File: src/rtl/muldiv_pkg.sv
// Shared definitions for the execute-stage multiply/divide unit:
// instruction field constants, FSM state and operation type encodings.
package muldiv_pkg;

  localparam logic [5:0] OPC_SPECIAL = 6'h00;

  localparam logic [5:0] FUNCT_MFHI  = 6'h10;
  localparam logic [5:0] FUNCT_MTHI  = 6'h11;
  localparam logic [5:0] FUNCT_MFLO  = 6'h12;
  localparam logic [5:0] FUNCT_MTLO  = 6'h13;
  localparam logic [5:0] FUNCT_MULT  = 6'h18;
  localparam logic [5:0] FUNCT_MULTU = 6'h19;
  localparam logic [5:0] FUNCT_DIV   = 6'h1A;
  localparam logic [5:0] FUNCT_DIVU  = 6'h1B;

  typedef enum logic [1:0] {
    IDLE,
    CALC,
    FIX
  } state_t;

  typedef enum logic [1:0] {
    MULT,
    MULTU,
    DIV,
    DIVU
  } op_t;

endpackage

File: src/rtl/exec_muldiv_if.sv
// Execute-stage bundle between the pipeline and the multiply/divide unit.
// master = pipeline side (drives instruction/operands), slave = muldiv unit.
interface exec_muldiv_if #(
  parameter int WIDTH = 32
);
  logic             i_valid;
  logic [31:0]      i_instr_exec;
  logic [WIDTH-1:0] i_op1_exec;
  logic [WIDTH-1:0] i_op2_exec;
  logic             o_stall;
  logic             o_busy;
  logic             o_hilo_valid;
  logic [WIDTH-1:0] o_hilo_data;

  modport master (
    output i_valid, i_instr_exec, i_op1_exec, i_op2_exec,
    input  o_stall, o_busy, o_hilo_valid, o_hilo_data
  );

  modport slave (
    input  i_valid, i_instr_exec, i_op1_exec, i_op2_exec,
    output o_stall, o_busy, o_hilo_valid, o_hilo_data
  );
endinterface

File: src/rtl/muldiv_iter.sv
// Magnitude datapath of the multiply/divide unit. Operands are captured as
// magnitudes on i_start; every i_step performs one shift-add (multiply) or
// one restoring-division step. o_hi/o_lo present the sign-corrected result
// combinationally so the owner can latch it during its fix-up cycle.
module muldiv_iter
  import muldiv_pkg::*;
#(
  parameter int WIDTH = 32,
  parameter int CNT_W = 5
) (
  input  logic             i_clk,
  input  logic             i_a_rst,
  input  logic             i_start,
  input  logic             i_step,
  input  op_t              i_op,
  input  logic [WIDTH-1:0] i_op1,
  input  logic [WIDTH-1:0] i_op2,
  output logic             o_last,
  output logic [WIDTH-1:0] o_hi,
  output logic [WIDTH-1:0] o_lo
);

  logic               w_signed;
  logic               w_is_div;
  logic               w_neg1;
  logic               w_neg2;
  logic [WIDTH-1:0]   w_mag1;
  logic [WIDTH-1:0]   w_mag2;

  logic [WIDTH-1:0]   r_a;      // multiplicand / divisor magnitude
  logic [WIDTH-1:0]   r_b;      // multiplier -> product low / dividend -> quotient
  logic [WIDTH-1:0]   r_acc;    // product high / partial remainder
  logic [CNT_W-1:0]   r_cnt;
  logic               r_is_div;
  logic               r_neg_q;  // negate product (mult) or quotient (div)
  logic               r_neg_r;  // negate remainder (signed div, negative dividend)
  logic               r_div0;

  logic [WIDTH-1:0]   w_addend;
  logic [WIDTH:0]     w_sum;
  logic [WIDTH:0]     w_shift;
  logic [WIDTH+1:0]   w_diff;
  logic               w_fits;
  logic               w_unused_diff;
  logic [2*WIDTH-1:0] w_prod;
  logic [2*WIDTH-1:0] w_prod_fix;

  assign w_signed = (i_op == MULT) || (i_op == DIV);
  assign w_is_div = (i_op == DIV) || (i_op == DIVU);
  assign w_neg1   = w_signed & i_op1[WIDTH-1];
  assign w_neg2   = w_signed & i_op2[WIDTH-1];
  assign w_mag1   = w_neg1 ? -i_op1 : i_op1;
  assign w_mag2   = w_neg2 ? -i_op2 : i_op2;

  // Multiply step: conditionally add multiplicand, then shift {acc,b} right.
  assign w_addend = r_b[0] ? r_a : '0;
  assign w_sum    = {1'b0, r_acc} + {1'b0, w_addend};

  // Divide step: shift {acc,b} left, trial-subtract divisor; sign bit = borrow.
  assign w_shift       = {r_acc, r_b[WIDTH-1]};
  assign w_diff        = {1'b0, w_shift} - {2'b00, r_a};
  assign w_fits        = ~w_diff[WIDTH+1];
  assign w_unused_diff = w_diff[WIDTH];

  assign o_last = (r_cnt == CNT_W'(WIDTH - 1));

  // Capture operand magnitudes on start, then iterate one bit per step.
  always_ff @(posedge i_clk or posedge i_a_rst) begin
    if (i_a_rst) begin
      r_a      <= '0;
      r_b      <= '0;
      r_acc    <= '0;
      r_cnt    <= '0;
      r_is_div <= 1'b0;
      r_neg_q  <= 1'b0;
      r_neg_r  <= 1'b0;
      r_div0   <= 1'b0;
    end else if (i_start) begin
      r_a      <= w_mag2;
      r_b      <= w_mag1;
      r_acc    <= '0;
      r_cnt    <= '0;
      r_is_div <= w_is_div;
      r_neg_q  <= w_neg1 ^ w_neg2;
      r_neg_r  <= w_is_div & w_neg1;
      r_div0   <= w_is_div & (i_op2 == '0);
    end else if (i_step) begin
      r_cnt <= r_cnt + 1'b1;
      if (r_is_div) begin
        if (w_fits) begin
          r_acc <= w_diff[WIDTH-1:0];
          r_b   <= {r_b[WIDTH-2:0], 1'b1};
        end else begin
          r_acc <= w_shift[WIDTH-1:0];
          r_b   <= {r_b[WIDTH-2:0], 1'b0};
        end
      end else begin
        r_acc <= w_sum[WIDTH:1];
        r_b   <= {w_sum[0], r_b[WIDTH-1:1]};
      end
    end
  end

  assign w_prod     = {r_acc, r_b};
  assign w_prod_fix = r_neg_q ? -w_prod : w_prod;

  // Sign correction. A zero divisor leaves an all-ones quotient and the
  // dividend as remainder; the quotient must not be negated in that case.
  always_comb begin
    if (r_is_div) begin
      o_lo = r_div0 ? '1 : (r_neg_q ? -r_b : r_b);
      o_hi = r_neg_r ? -r_acc : r_acc;
    end else begin
      o_hi = w_prod_fix[2*WIDTH-1:WIDTH];
      o_lo = w_prod_fix[WIDTH-1:0];
    end
  end

endmodule

File: src/rtl/exec_muldiv.sv
// Execute-stage multiply/divide unit with architectural HI/LO. Decodes the
// execute instruction, runs MULT/MULTU/DIV/DIVU in the background, serves
// MFHI/MFLO/MTHI/MTLO and stalls the pipeline on any HI/LO access while busy.
module exec_muldiv
  import muldiv_pkg::*;
#(
  parameter int WIDTH = 32,
  parameter int CNT_W = 5
) (
  input logic          i_clk,
  input logic          i_a_rst,
  input logic          i_s_rst,
  exec_muldiv_if.slave bus
);

  logic [5:0]       w_funct;
  logic             w_special;
  logic             w_is_md;
  logic             w_is_mf;
  logic             w_is_mt;
  logic             w_sel_hi;
  op_t              w_op;
  logic             w_unused_instr;

  state_t           r_state;
  logic             r_busy;
  logic [WIDTH-1:0] r_hi;
  logic [WIDTH-1:0] r_lo;

  logic             w_valid;
  logic             w_start;
  logic             w_mt_we;
  logic             w_last;
  logic [WIDTH-1:0] w_res_hi;
  logic [WIDTH-1:0] w_res_lo;

  assign w_funct        = bus.i_instr_exec[5:0];
  assign w_special      = (bus.i_instr_exec[31:26] == OPC_SPECIAL);
  assign w_unused_instr = ^bus.i_instr_exec[25:6];

  // Classify the execute instruction; anything unrecognised is ignored.
  always_comb begin
    w_is_md  = 1'b0;
    w_is_mf  = 1'b0;
    w_is_mt  = 1'b0;
    w_sel_hi = 1'b0;
    w_op     = MULT;
    if (w_special) begin
      case (w_funct)
        FUNCT_MFHI:  begin w_is_mf = 1'b1; w_sel_hi = 1'b1; end
        FUNCT_MTHI:  begin w_is_mt = 1'b1; w_sel_hi = 1'b1; end
        FUNCT_MFLO:  w_is_mf = 1'b1;
        FUNCT_MTLO:  w_is_mt = 1'b1;
        FUNCT_MULT:  begin w_is_md = 1'b1; w_op = MULT;  end
        FUNCT_MULTU: begin w_is_md = 1'b1; w_op = MULTU; end
        FUNCT_DIV:   begin w_is_md = 1'b1; w_op = DIV;   end
        FUNCT_DIVU:  begin w_is_md = 1'b1; w_op = DIVU;  end
        default:     ;
      endcase
    end
  end

  // Combinational outputs are forced quiet while the async reset is held.
  assign w_valid = bus.i_valid & ~i_a_rst;
  assign w_start = w_valid & w_is_md & ~r_busy & ~i_s_rst;
  assign w_mt_we = w_valid & w_is_mt & ~r_busy & ~i_s_rst;

  assign bus.o_stall      = w_valid & (w_is_md | w_is_mf | w_is_mt) & r_busy;
  assign bus.o_busy       = r_busy;
  assign bus.o_hilo_valid = w_valid & w_is_mf & ~r_busy;
  assign bus.o_hilo_data  = bus.o_hilo_valid ? (w_sel_hi ? r_hi : r_lo) : '0;

  muldiv_iter #(
    .WIDTH (WIDTH),
    .CNT_W (CNT_W)
  ) u_iter (
    .i_clk   (i_clk),
    .i_a_rst (i_a_rst),
    .i_start (w_start),
    .i_step  (r_state == CALC),
    .i_op    (w_op),
    .i_op1   (bus.i_op1_exec),
    .i_op2   (bus.i_op2_exec),
    .o_last  (w_last),
    .o_hi    (w_res_hi),
    .o_lo    (w_res_lo)
  );

  // Control FSM plus HI/LO: flush aborts without touching HI/LO.
  always_ff @(posedge i_clk or posedge i_a_rst) begin
    if (i_a_rst) begin
      r_state <= IDLE;
      r_busy  <= 1'b0;
      r_hi    <= '0;
      r_lo    <= '0;
    end else if (i_s_rst) begin
      r_state <= IDLE;
      r_busy  <= 1'b0;
    end else begin
      case (r_state)
        IDLE: begin
          if (w_start) begin
            r_state <= CALC;
            r_busy  <= 1'b1;
          end else if (w_mt_we) begin
            if (w_sel_hi) r_hi <= bus.i_op1_exec;
            else          r_lo <= bus.i_op1_exec;
          end
        end
        CALC: begin
          if (w_last) r_state <= FIX;
        end
        FIX: begin
          r_hi    <= w_res_hi;
          r_lo    <= w_res_lo;
          r_state <= IDLE;
          r_busy  <= 1'b0;
        end
        default: begin
          r_state <= IDLE;
          r_busy  <= 1'b0;
        end
      endcase
    end
  end

endmodule

File: src/flat_wrapper.sv
// flat-port wrapper written by rule: the top's interface ports become plain ports
module exec_muldiv_flat import muldiv_pkg::*;
#(
  parameter int WIDTH = 32,
  parameter int CNT_W = 5
)
  (i_clk, i_a_rst, i_s_rst, bus_i_valid, bus_i_instr_exec, bus_i_op1_exec, bus_i_op2_exec, bus_o_stall, bus_o_busy, bus_o_hilo_valid, bus_o_hilo_data);
  exec_muldiv_if #(.WIDTH(WIDTH)) bus_i ();
  input logic i_clk;
  input logic i_a_rst;
  input logic i_s_rst;
  input wire logic [$bits(bus_i.i_valid)-1:0] bus_i_valid;
  input wire logic [$bits(bus_i.i_instr_exec)-1:0] bus_i_instr_exec;
  input wire logic [$bits(bus_i.i_op1_exec)-1:0] bus_i_op1_exec;
  input wire logic [$bits(bus_i.i_op2_exec)-1:0] bus_i_op2_exec;
  output wire logic [$bits(bus_i.o_stall)-1:0] bus_o_stall;
  output wire logic [$bits(bus_i.o_busy)-1:0] bus_o_busy;
  output wire logic [$bits(bus_i.o_hilo_valid)-1:0] bus_o_hilo_valid;
  output wire logic [$bits(bus_i.o_hilo_data)-1:0] bus_o_hilo_data;
  assign bus_i.i_valid = bus_i_valid;
  assign bus_i.i_instr_exec = bus_i_instr_exec;
  assign bus_i.i_op1_exec = bus_i_op1_exec;
  assign bus_i.i_op2_exec = bus_i_op2_exec;
  assign bus_o_stall = bus_i.o_stall;
  assign bus_o_busy = bus_i.o_busy;
  assign bus_o_hilo_valid = bus_i.o_hilo_valid;
  assign bus_o_hilo_data = bus_i.o_hilo_data;
  exec_muldiv #(.WIDTH(WIDTH), .CNT_W(CNT_W)) u_core (.i_clk(i_clk), .i_a_rst(i_a_rst), .i_s_rst(i_s_rst), .bus(bus_i));
endmodule
File: config.mk
export PLATFORM = sky130hd
export DESIGN_NAME = exec_muldiv_flat
export DESIGN_NICKNAME = d
export VERILOG_FILES = /design/src/rtl/muldiv_pkg.sv /design/src/rtl/exec_muldiv_if.sv /design/src/rtl/muldiv_iter.sv /design/src/rtl/exec_muldiv.sv /design/src/flat_wrapper.sv
export SDC_FILE = /design/constraint.sdc
export NUM_CORES = 1
export LEC_CHECK = 0
export BUFFER_PORTS_ARGS = -buffer_cell sky130_fd_sc_hd__buf_2
export CAP_MARGIN = 20
export CORE_ASPECT_RATIO = 1.4
export CORE_MARGIN = 2
export CORE_UTILIZATION = 40
export DETAILED_ROUTE_END_ITERATION = 16
export MAX_ROUTING_LAYER = met4
export PLACE_DENSITY_LB_ADDON = 0.05
export SKIP_LAST_GASP = 1
export SLEW_MARGIN = 20
export SYNTH_ARGS = -nofsm -noshare
export SYNTH_HDL_FRONTEND = slang
export SYNTH_HIERARCHICAL = 1
export SYNTH_SLANG_ARGS = --single-unit
File: constraint.sdc
create_clock -name i_clk -period 7.28 [get_ports i_clk]
set_input_delay 1.092 -clock i_clk [delete_from_list [all_inputs] [get_ports i_clk]]
set_output_delay 1.092 -clock i_clk [all_outputs]
set_load 0.02 [all_outputs]
==> results <==
- In the synthesized netlist, the number of instances is 1,908.
- The remaining global-route overflow is 0.
- The final layout contains 2,125 nets.
- The number of post-CTS setup repair buffers is 0.
- The proportion of netlist area held by the largest area contributor is 28.1%.
- The count of final max-slew check failures is 0.
- The reported net switching power is 596 uW.
- The share of post-route cells with drive strength above 1 is 13.9%.
- The count of synthesis-stage warnings from yosys is 6.
- The max-capacitance violation count is 0.
- The data required time of the critical path is 7.64 ns.
- The flow ran to the end, and the final reports show no timing, DRC or antenna violations.
- Input and output buffers added on the ports amount to 114.
- The clock net in this run drives a total of 172 sinks.
- The total area inside the core boundary comes to 37,700 um2.
- The worst path meets setup with 2.70 ns of slack.
- After detailed routing, the number of remaining DRC violations is 0.
- Summed over all nets, the half-perimeter wirelength after detailed placement is 36,500 um.
- The part of the Yosys area used for sequential elements is 28.1%.
- The number of antenna violations at the first check in global routing is 0.
- At the end of routability-driven placement, the weighted congestion stood at 0.900.
- The post-layout instance count excluding filler cells is 2,439.
- Following the worst setup path forward leads to its endpoint at u_core/u_iter/r_acc[31].
- The endpoint identified for the worst register-to-register timing path is u_core/u_iter/r_acc[31].
- The overall die area is 40,000 um2.
- By area the synthesized netlist is led by dfrtp_1, nor2_1, a21oi_1.
- The CTS H-tree depth is 4.
- After clock tree synthesis, the flow added hold-fix buffers numbering 0.
- In the final routed layout, each cell accounts on average for 19.9 um.
- Cell internal power was estimated by the tool at 1.52 mW.
- The die boundary height is 236 um.
- In this run the deepest clock path goes through 2 buffers.
- Compared with the post-synthesis result, the final layout area differs by 9.79%.
- In this run the tightest slew margin relative to its limit is 34.7%.
- The combinational share of power is 11.1%.
- The final route contains 13.9k vias.
- The most common flop cell mapped by yosys is dfrtp_1.
- Counting every net in the synthesized netlist gives 2,080.
- Measured along the x axis, the die boundary spans 170 um.
- Post-CTS repair changed the size of 0 cells.
- The count of cell types in the netlist is 82.
- The critical path endpoint category is a flip-flop.
- 0 antenna diodes ended up in the layout.
- The first global-routing pass estimated 77,200 um of wire.
- The latest clock arrival within the worst-skew pair is 0.46 ns.
- The CTS tree is built.
- Of the total power, the share spent switching nets is 28.2%.
- The combined global-route utilization of all metal layers is 25.2%.
- Of all flip-flops after synthesis, the portion carrying an async set or reset was 100%.
- The number of top-level pins is 135.
- The startpoint of the lowest-slack register-to-register path is u_core/u_iter/r_b[0].
- The number of placed instances, taps included, is 2,407.
- The cell accounting for the most synthesized area is dfrtp_1.
- After synthesis the cells add up to 15,300 um2.
- Between clock sinks in the finished design, the worst skew comes to 0.0115 ns.
- The worst setup path is of the flip-flop to flip-flop kind.
- The number of synthesized flops with an enable pin is 0.
- The clock tree root driver cell is clkbuf_16.
- In this run the core area contains 84 standard-cell rows.
- The maximum number of pins on one net before global-route repair is 139.
- The minimum clock period is 4.58 ns.
- The critical path starts at u_core/u_iter/r_b[0].
- The synthesized design contains 172 register bits.
- The number of cells traversed by the worst register-to-register path is 13.
- The post-CTS clock slew at the launch and capture registers of the worst setup and hold paths is 0.07 ns.
- The setup violation total in the final timing report is 0.
- The aggregate negative setup slack is 0 ns.
- Timing analysis after detailed placement gives a worst setup slack of 2.73 ns.
- The number of failing hold endpoints at the final stage is 0.
- Before antenna repair, the detailed router went through 5 iterations.
- In this run the register-to-register setup slack is 2.70 ns.
- In this run, CTS created clock tree buffers numbering 17.
- The routed wire length is 48,400 um.
- In this run the worst hold path is classified as flip-flop to flip-flop.
- The largest voltage drop on the vdd net is 0.000152 V.
- In the finished design, the share of the clock period the worst path needs comes to 62.9%.
- The startpoint type of the worst setup path is a flip-flop.
- The number of nets still failing antenna checks after routing is 0.
- The register share of total power is 46.1%.
- The average instance in the mapped netlist occupies 8.04 um2.
- In this run the static leakage power is 7.36 nW.
- The power per cell area is 125 nW/um2.
- The via count of the first global-routing pass is 13.5k.
- Setup repair after global routing left no endpoint under its margin.
- The actual transition at the worst max-transition pin is 0.979 ns.
- The first routing iteration left 866 violations.
- The starting utilization of the core area is 40.7%.
- After filler insertion, the fill cell instance count of the layout stands at 3,880.
- STA puts the critical path data arrival time at 4.94 ns.
- The portion of total power attributed to the clock network is 42.7%.
- Of all nets on the critical path, the largest fanout is 32.
- After detailed routing, the number of vias per cell comes to 5.69.
- The maximum frequency from static timing analysis is 218 MHz.
==> worst max-delay path, stage by stage, from the launching register on <==
cell      delay [ns]
dfrtp_1         0.46
clkinv_1        0.80
nor2_1          0.31
ha_1            0.22
nor2b_1         0.20
o211ai_1        0.10
a21boi_0        0.28
o211ai_1        0.21
o21ai_0         0.52
a221oi_1        0.26
o31a_1          0.38
o21ai_0         0.33
a21oi_1         0.12
nor4_1          0.28
==> Yosys cell counts, types with 20 or more instances <==
library cell / instances
mux2i_1: 68
o22ai_1: 37
and3_1: 20
a211oi_1: 24
nor2_1: 286
a21o_1: 28
xor2_1: 85
xnor2_1: 81
clkbuf_1: 84
o31ai_1: 26
mux2_2: 37
nand2b_1: 21
dfrtp_1: 172
nor3_1: 36
nand2_1: 139
o21ai_0: 112
ha_1: 70
mux2_4: 30
inv_1: 69
a21oi_1: 209
==> flip-flops by register name, summed over array words and instances, names as in the netlist <==
signal	count
u_core/u_iter/r_neg_q	1
u_core/u_iter/r_cnt	5
u_core/u_iter/r_div0	1
u_core/u_iter/r_is_div	1
u_core/r_state	2
u_core/r_lo	32
u_core/bus.o_busy	1
u_core/u_iter/r_b	32
u_core/u_iter/r_acc	32
u_core/u_iter/r_a	32
u_core/u_iter/r_neg_r	1
u_core/r_hi	32
==> per-stage QoR <==
step                hold slack (ns)  utilization (%)  cell area [um2]  power, mW
floorplan                     0.482                -            15300       1.13
global placement              0.495             43.1            16300       1.23
detailed placement            0.504             43.1            16300       1.23
CTS                           0.521             44.6            16800       2.14
global route                  0.533             44.6            16800       2.20
finish                        0.518             44.6            16800       2.11
==> cell usage in the layout (no fill, tap or decap), types with 10 or more instances in the layout <==
cell | netlist | final
a21o_1 | 28 | 28
a31oi_1 | 13 | 13
or3_1 | 12 | 12
xnor2_1 | 81 | 81
nand3_1 | 15 | 15
inv_1 | 69 | 66
mux2_2 | 37 | 37
buf_4 | 0 | 19
mux2i_1 | 68 | 68
a21oi_1 | 209 | 209
buf_2 | 16 | 114
o21ai_0 | 112 | 112
o211ai_1 | 14 | 14
nand2_1 | 139 | 139
mux2_4 | 30 | 30
clkbuf_16 | 0 | 17
nand4_1 | 10 | 10
nor2_1 | 286 | 285
xor2_1 | 85 | 85
nor4_1 | 18 | 18
or4_1 | 10 | 10
nor2b_1 | 16 | 14
nor3_1 | 36 | 36
dfrtp_1 | 172 | 171
a211oi_1 | 24 | 24
and3_1 | 20 | 19
o22ai_1 | 37 | 37
nand2b_1 | 21 | 21
ha_1 | 70 | 70
o31ai_1 | 26 | 26
o41ai_1 | 13 | 13
==> routing by layer <==
layer | part of all wire [%] | vias to the layer above | GRT usage (%)
li1 | - | 6942 | -
met1 | 44 | 6618 | 31.2
met2 | 50 | 268 | 43.1
met3 | 3.1 | 52 | 2.59
met4 | 2.4 | 0 | 7.67
met5 | 0 | - | -
==> worst min-delay path by stage <==
stage                    start               to  cells after the start
4_1_cts        u_core/r_lo[28]  u_core/r_lo[28]                      1
2_1_floorplan  u_core/r_lo[28]  u_core/r_lo[28]                      1
5_1_grt         u_core/r_lo[0]   u_core/r_lo[0]                      1
6_report       u_core/r_lo[28]  u_core/r_lo[28]                      1
3_3_place_gp   u_core/r_lo[29]  u_core/r_lo[29]                      1
3_5_place_dp   u_core/r_lo[28]  u_core/r_lo[28]                      1
==> cell type report <==
class                   count  area [um2]  area share (%)
clock inverters            13         106           0.631
well taps                 473         592            3.51
clock buffers              19         453            2.69
inverters                  69         262            1.55
flip-flops and latches    172        4310            25.6
repair buffers            136         772            4.58
multi-input cells        1557       10300            61.4
==> logic make-up (layout without fill, tap and decap cells) <==
kind of cell    after synthesis  count (layout)  synth area share, %
compound gates              557             557                 22.4
xor+xnor                    166             166                 9.48
fa+ha+maj                    72              72                 5.97
buf+inv                     179             237                 4.73
flops                       172             172                 28.1
mux                         135             135                 10.1
simple gates                627             627                 19.2
==> power groups by stage <==
stage / clock network [mW] / logic [mW] / registers, mW
6_report: 0.903 / 0.235 / 0.975
2_1_floorplan: 0 / 0.147 / 0.987
5_1_grt: 0.961 / 0.262 / 0.976
3_3_place_gp: 0 / 0.233 / 0.993
4_1_cts: 0.930 / 0.236 / 0.974
3_5_place_dp: 0 / 0.234 / 0.993
Note: power is estimated with default switching activity, not from simulation.
